==> config.mk <==
export PLATFORM = sky130hd
export DESIGN_NAME = dcache_wbb_ctrl
export DESIGN_NICKNAME = d
export VERILOG_FILES = /design/src/rtl/memory_pkg.sv /design/src/rtl/dcache_wbb_tag_counter.sv /design/src/rtl/dcache_wbb_ctrl.sv
export SDC_FILE = /design/constraint.sdc
export NUM_CORES = 1
export LEC_CHECK = 0
export ABC_AREA = 0
export CAP_MARGIN = 30
export CORE_AREA = 2 2 39 41
export DETAILED_ROUTE_END_ITERATION = 7
export DIE_AREA = 0 0 41 43
export GPL_ROUTABILITY_DRIVEN = 0
export MAX_ROUTING_LAYER = met4
export PLACE_DENSITY = 0.87
export SYNTH_ARGS = -nofsm -noshare
export SYNTH_HDL_FRONTEND = slang
export SYNTH_SLANG_ARGS = --single-unit
export TNS_END_PERCENT = 20
==> constraint.sdc <==
create_clock -name clk_i -period 1.8 [get_ports clk_i]
set_input_delay 0.36 -clock clk_i [delete_from_list [all_inputs] [get_ports clk_i]]
set_output_delay 0.36 -clock clk_i [all_outputs]
set_load 0.05 [all_outputs]
==> src/rtl/memory_pkg.sv <==
// Shared memory-subsystem types: WBB tag, WBB command encoding and the
// victim-buffer controller state and limits.
package memory_pkg;

    localparam int L1C_WBB_ENTRIES = 4;
    localparam int WBB_MAX_OUTST   = 2;

    typedef logic [2:0] wbb_tag_t;

    typedef enum logic [2:0] {
        CMD_NONE     = 3'd0,
        CMD_ADD      = 3'd1,
        CMD_PUT_WAIT = 3'd2,
        CMD_CLR      = 3'd3,
        CMD_SWITCH   = 3'd4,
        CMD_WUP      = 3'd5
    } wbb_cmd_e;

    typedef enum logic {
        IDLE = 1'b0,
        REQ  = 1'b1
    } wbb_ctrl_state_e;

endpackage

==> src/rtl/dcache_wbb_tag_counter.sv <==
// Wrapping request-tag counter; advances by one on each accepted L2 write.
module dcache_wbb_tag_counter
    import memory_pkg::*;
(
    input  logic     clk_i,
    input  logic     rst_ni,
    input  logic     inc_i,
    output wbb_tag_t tag_o
);

    wbb_tag_t r_tag;

    always_ff @(posedge clk_i or negedge rst_ni) begin
        if (!rst_ni) begin
            r_tag <= '0;
        end else if (inc_i) begin
            r_tag <= r_tag + wbb_tag_t'(1);
        end
    end

    assign tag_o = r_tag;

endmodule

==> src/rtl/dcache_wbb_ctrl.sv <==
// Write-back victim buffer controller: arbitrates L2 acks, D1 evictions and
// L2 write issue onto a single WBB command port, and tracks outstanding writes.
module dcache_wbb_ctrl
    import memory_pkg::*;
#(
    parameter int WBB_ENTRIES = L1C_WBB_ENTRIES,
    parameter int MAX_OUTST   = WBB_MAX_OUTST
) (
    input  logic     clk_i,
    input  logic     rst_ni,
    input  logic     evict_valid_i,
    output logic     evict_ready_o,
    input  logic     l2_ack_valid_i,
    input  wbb_tag_t l2_ack_tag_i,
    input  logic     l2_ack_retry_i,
    output logic     l2_ack_ready_o,
    output logic     l2_req_valid_o,
    output wbb_tag_t l2_req_tag_o,
    input  logic     l2_req_ready_i,
    input  logic     wbb_line_hit_i,
    input  logic     wbb_tag_hit_i,
    input  logic     wbb_req_avail_i,
    input  logic     wbb_full_i,
    output wbb_cmd_e wbb_cmd_o,
    output wbb_tag_t wbb_cmp_tag_o,
    output wbb_tag_t wbb_new_tag_o,
    output logic     spurious_ack_o
);

    localparam int TAG_W   = $bits(wbb_tag_t);
    localparam int OUTST_W = $clog2(MAX_OUTST + 1);

    // Tag wrap is only safe while fewer requests are in flight than tags exist.
    generate
        if (MAX_OUTST < 1 || MAX_OUTST > WBB_ENTRIES || MAX_OUTST >= (1 << TAG_W)) begin : g_bad_param
            $error("dcache_wbb_ctrl: MAX_OUTST out of range");
        end
    endgenerate

    wbb_ctrl_state_e    r_state;
    logic [OUTST_W-1:0] r_outst;
    wbb_tag_t           w_tag;
    logic               w_claim;
    logic               w_dec;
    logic               w_accept;
    logic               w_req_valid;

    dcache_wbb_tag_counter u_tag_counter (
        .clk_i  (clk_i),
        .rst_ni (rst_ni),
        .inc_i  (w_accept),
        .tag_o  (w_tag)
    );

    assign w_req_valid = (r_state == REQ) && !w_claim;
    assign w_accept    = w_req_valid && l2_req_ready_i;

    // Fixed priority: ack, then eviction, then request issue.
    always_comb begin
        wbb_cmd_o      = CMD_NONE;
        wbb_cmp_tag_o  = '0;
        evict_ready_o  = 1'b0;
        l2_ack_ready_o = 1'b0;
        spurious_ack_o = 1'b0;
        w_claim        = 1'b0;
        w_dec          = 1'b0;
        if (l2_ack_valid_i) begin
            w_claim        = 1'b1;
            l2_ack_ready_o = 1'b1;
            wbb_cmp_tag_o  = l2_ack_tag_i;
            if (wbb_tag_hit_i) begin
                w_dec     = 1'b1;
                wbb_cmd_o = l2_ack_retry_i ? CMD_WUP : CMD_CLR;
            end else begin
                spurious_ack_o = 1'b1;
            end
        end else if (evict_valid_i) begin
            // On a line hit the WBB's tag_hit flags that the replaced entry was waiting.
            if (wbb_line_hit_i) begin
                w_claim       = 1'b1;
                evict_ready_o = 1'b1;
                wbb_cmd_o     = CMD_SWITCH;
                w_dec         = wbb_tag_hit_i;
            end else if (!wbb_full_i) begin
                w_claim       = 1'b1;
                evict_ready_o = 1'b1;
                wbb_cmd_o     = CMD_ADD;
            end
        end else if (w_accept) begin
            wbb_cmd_o = CMD_PUT_WAIT;
        end
    end

    always_ff @(posedge clk_i or negedge rst_ni) begin
        if (!rst_ni) begin
            r_state <= IDLE;
            r_outst <= '0;
        end else begin
            if (w_accept && r_outst != OUTST_W'(MAX_OUTST)) begin
                r_outst <= r_outst + OUTST_W'(1);
            end else if (w_dec && r_outst != '0) begin
                r_outst <= r_outst - OUTST_W'(1);
            end
            case (r_state)
                IDLE: begin
                    if (wbb_req_avail_i && r_outst < OUTST_W'(MAX_OUTST)) begin
                        r_state <= REQ;
                    end
                end
                REQ: begin
                    if (w_accept || !wbb_req_avail_i) begin
                        r_state <= IDLE;
                    end
                end
                default: r_state <= IDLE;
            endcase
        end
    end

    assign l2_req_valid_o = w_req_valid;
    assign l2_req_tag_o   = w_tag;
    assign wbb_new_tag_o  = w_tag;

endmodule

==> metrics.md <==
| Metric | Value |
|---|---|
| Final worst-path cycle share | `0.9525` |
| RSZ-0062 raised after global routing | `false` |
| Synth unique cells | `27` |
| First-pass GRT wire length | `1918 um` |
| Setup bufs post-CTS | `0` |
| GR Layer Usage met1 | `0.1869` |
| Worst R2R Start | `r_state` |
| Max FO, Critical Path | `4` |
| Largest net degree at the start of global routing | `7` |
| Synth top area cells | `dfrtp_1, buf_4, nand3b_4, o21ai_0, and2_1` |
| Met3 usage | `0.01571` |
| Slowest CP cell | `clkdlybuf4s50_1` |
| Sink Count | `6` |
| CTS Buffer Depth | `2` |
| Detailed-placement wirelength estimate | `995.7 um` |
| Crit path buf inv count | `3` |
| Total chip power | `939.1 uW` |
| Hold Path Class | `in -> async` |
| Full die area | `1763 um2` |
| Seq cells post-synth | `6` |
| Area fraction of the dominant cell type after synthesis | `0.3252` |
| Num CTS Buffers | `3` |
| Synth-to-Final Area Change | `94.04%` |
| Max incr delay on CP | `0.54 ns` |
| Fin crit period | `1.715 ns` |
| Clock slew at reported path FFs | `0.05 ns` |
| Required time of the critical path | `1.44 ns` |
| Fin nets | `99` |
| Worst-Skew Late Latency | `0.25 ns` |
| Slew @ Worst Pin | `0.2925 ns` |
| Vias in the first global route | `458` |
| Setup tns final | `0 ns` |
| Gr busiest metal | `met2` |
| Crit path capture type | `output pin` |
| Ant diodes | `0` |
| Synth Net Count | `64` |
| CP Class | `in -> out` |
| Met2 global-route usage | `0.2656` |
| Final design utilization | `0.6474` |
| Die Width | `41 um` |
| Worst Path Arrival | `1.35 ns` |
| Async set-reset flop share out of synthesis | `1.000` |
| Pins Over Slew Limit | `0` |
| Syn Std Cell Area | `461.7 um2` |
| Fill cell count | `103` |
| Relative slew margins | `0.8044` |
| Most common cell in the synthesized netlist | `dfrtp_1` |
| CP startpoint kind | `primary input` |
| Multi-input logic area | `264.0 um2` |
| Starting density of the core | `0.3336` |
| Initial DRC Count | `13` |
| GR Overflow Total | `0` |
| CTS H-tree lvls | `1` |
| Syn Inst Count | `50` |
| Status | `complete, no violations` |
| Syn. warnings | `0` |
| Vias/cell | `4.778` |
| Synth area leader | `dfrtp_1` |
| Commonest cells in the netlist | `dfrtp_1, buf_4, nand2_1, o21ai_0` |
| P_leak | `0.0004260 uW` |
| Synth Flop Type | `dfrtp_1` |
| Vias | `473` |
| Crit-path leading delay family | `buffers and inverters` |
| Initial antenna violation count | `0` |
| EDFF count, synth | `0` |
| Reg2reg setup slack | `0.53 ns` |
| Fmax | `583.3 MHz` |
| Wirelength per Cell | `12.18 um` |
| Reg2Reg Depth | `4` |
| CP cell instances | `clkdlybuf4s50_1 > nand2_1 > o21ai_1 > buf_4 > buf_12` |
| Register area share after synthesis | `0.3252` |
| Rows | `14` |
| Max Cap Viol | `0` |
| Syn avg cell area | `9.234 um2` |
| Final WL | `1206 um` |
| Drc violations | `0` |
| Buffers on Ports | `28` |
| Number of I/O pins | `29` |
| Pwr Density | `1048 nW/um2` |
| Register area | `150.1 um2` |
| Clk_skew | `0.001804 ns` |
| Drt pass-1 iters | `4` |
| Final setup viols | `0` |
| Final hold viol count | `0` |
| Core Area | `1384 um2` |
| Share of cells above drive strength 1 | `0.3976` |
| CTS tree | `built` |
| Root Driver | `clkbuf_4` |
| Largest vdd supply drop | `0.8268 mV` |
| Die height | `43 um` |
| GR Util All Layers | `0.1687` |
| Final antenna-violating net count | `0` |
| R2r endpoint | `r_outst[0]` |
## power by group
part	internal (uW)	total, uW	switching [uW]
sequential	176	222	45.5
combinational	213	588	375
clock	75.8	130	53.8
## stage by stage
stage / hold slack, ns / cells / instance area [um2] / worst slack (ns)
finish: 0.3594 / 99 / 895.9 / 0.08548
global route: 0.3687 / 99 / 895.9 / 0.006247
global placement: 0.4883 / 96 / 862.1 / -0.04662
CTS: 0.3614 / 99 / 890.9 / 0.01682
detailed placement: 0.5002 / 96 / 862.1 / -0.07857
floorplan: 0.06441 / 50 / 461.7 / -0.1922
## sequential cells by signal, indices dropped and copies added, names as in the netlist
register and count:
r_outst 2, r_state 1, u_tag_counter.tag_o 3
## worst max path at each step
stage | start | end | slack (ns) | cells after the start
6_report | wbb_tag_hit_i | wbb_cmd_o[0] | 0.09 | 5
5_1_grt | wbb_tag_hit_i | wbb_cmd_o[0] | 0.006 | 5
4_1_cts | evict_valid_i | wbb_cmd_o[0] | 0.02 | 5
3_5_place_dp | l2_ack_valid_i | wbb_cmd_o[1] | -0.08 | 4
3_3_place_gp | l2_ack_valid_i | wbb_cmd_o[1] | -0.05 | 4
2_1_floorplan | l2_ack_valid_i | wbb_cmd_o[0] | -0.19 | 2
## routing by layer
layer	up-vias	part of all wire
met5	-	0
met4	0	0.030
met3	4	0.036
met2	13	0.55
met1	219	0.38
li1	237	-
## area by class of cell
type                            count  share of cell area
Sequential cell                     6              0.1676
Clock buffer                        3             0.02514
Timing Repair Buffer               36              0.4777
Tap cell                           16             0.02235
Inverter                            3             0.01257
Multi-Input combinational cell     35              0.2947
## timing repair
action                                  in CTS  in global routing
hold buffers                                 0                  0
gates resized for setup                      5                  3
endpoints found under the setup margin       7                  4
gates cloned                                 0                  0
## cell usage in the layout (no fill, tap or decap), types with 2 or more instances in the layout
cell	count
buf_4	14
buf_12	10
clkdlybuf4s50_1	8
dfrtp_1	6
nand2_1	4
and2_1	3
nor2_1	3
inv_1	3
clkbuf_4	3
o21ai_1	2
a21oi_1	2
o21ai_0	2
nand2b_1	2
a211oi_1	2
dlymetal6s2s_1	2
dlygate4sd2_1	2
## worst reg2reg max path: cells and delay by family, from the launching register on
| family | cells | cell delay, ns |
|---|---|---|
| DFF | 1 | 0.39 |
| buffers and inverters | 1 | 0.16 |
| AOI/OAI and AO/OA | 2 | 0.49 |
| and+or+nand+nor | 1 | 0.11 |
## cells by family after synthesis
kind of cell             synth area share
AND/OR/NAND/NOR                    0.2602
AO/OA/AOI/OAI                      0.1816
flip-flops                         0.3252
buffers and inverters              0.1219
multiplexers                      0.04607
XOR/XNOR                          0.03795
adder cells (fa/ha/maj)           0.02710
Note: power is estimated with default switching activity, not from simulation.
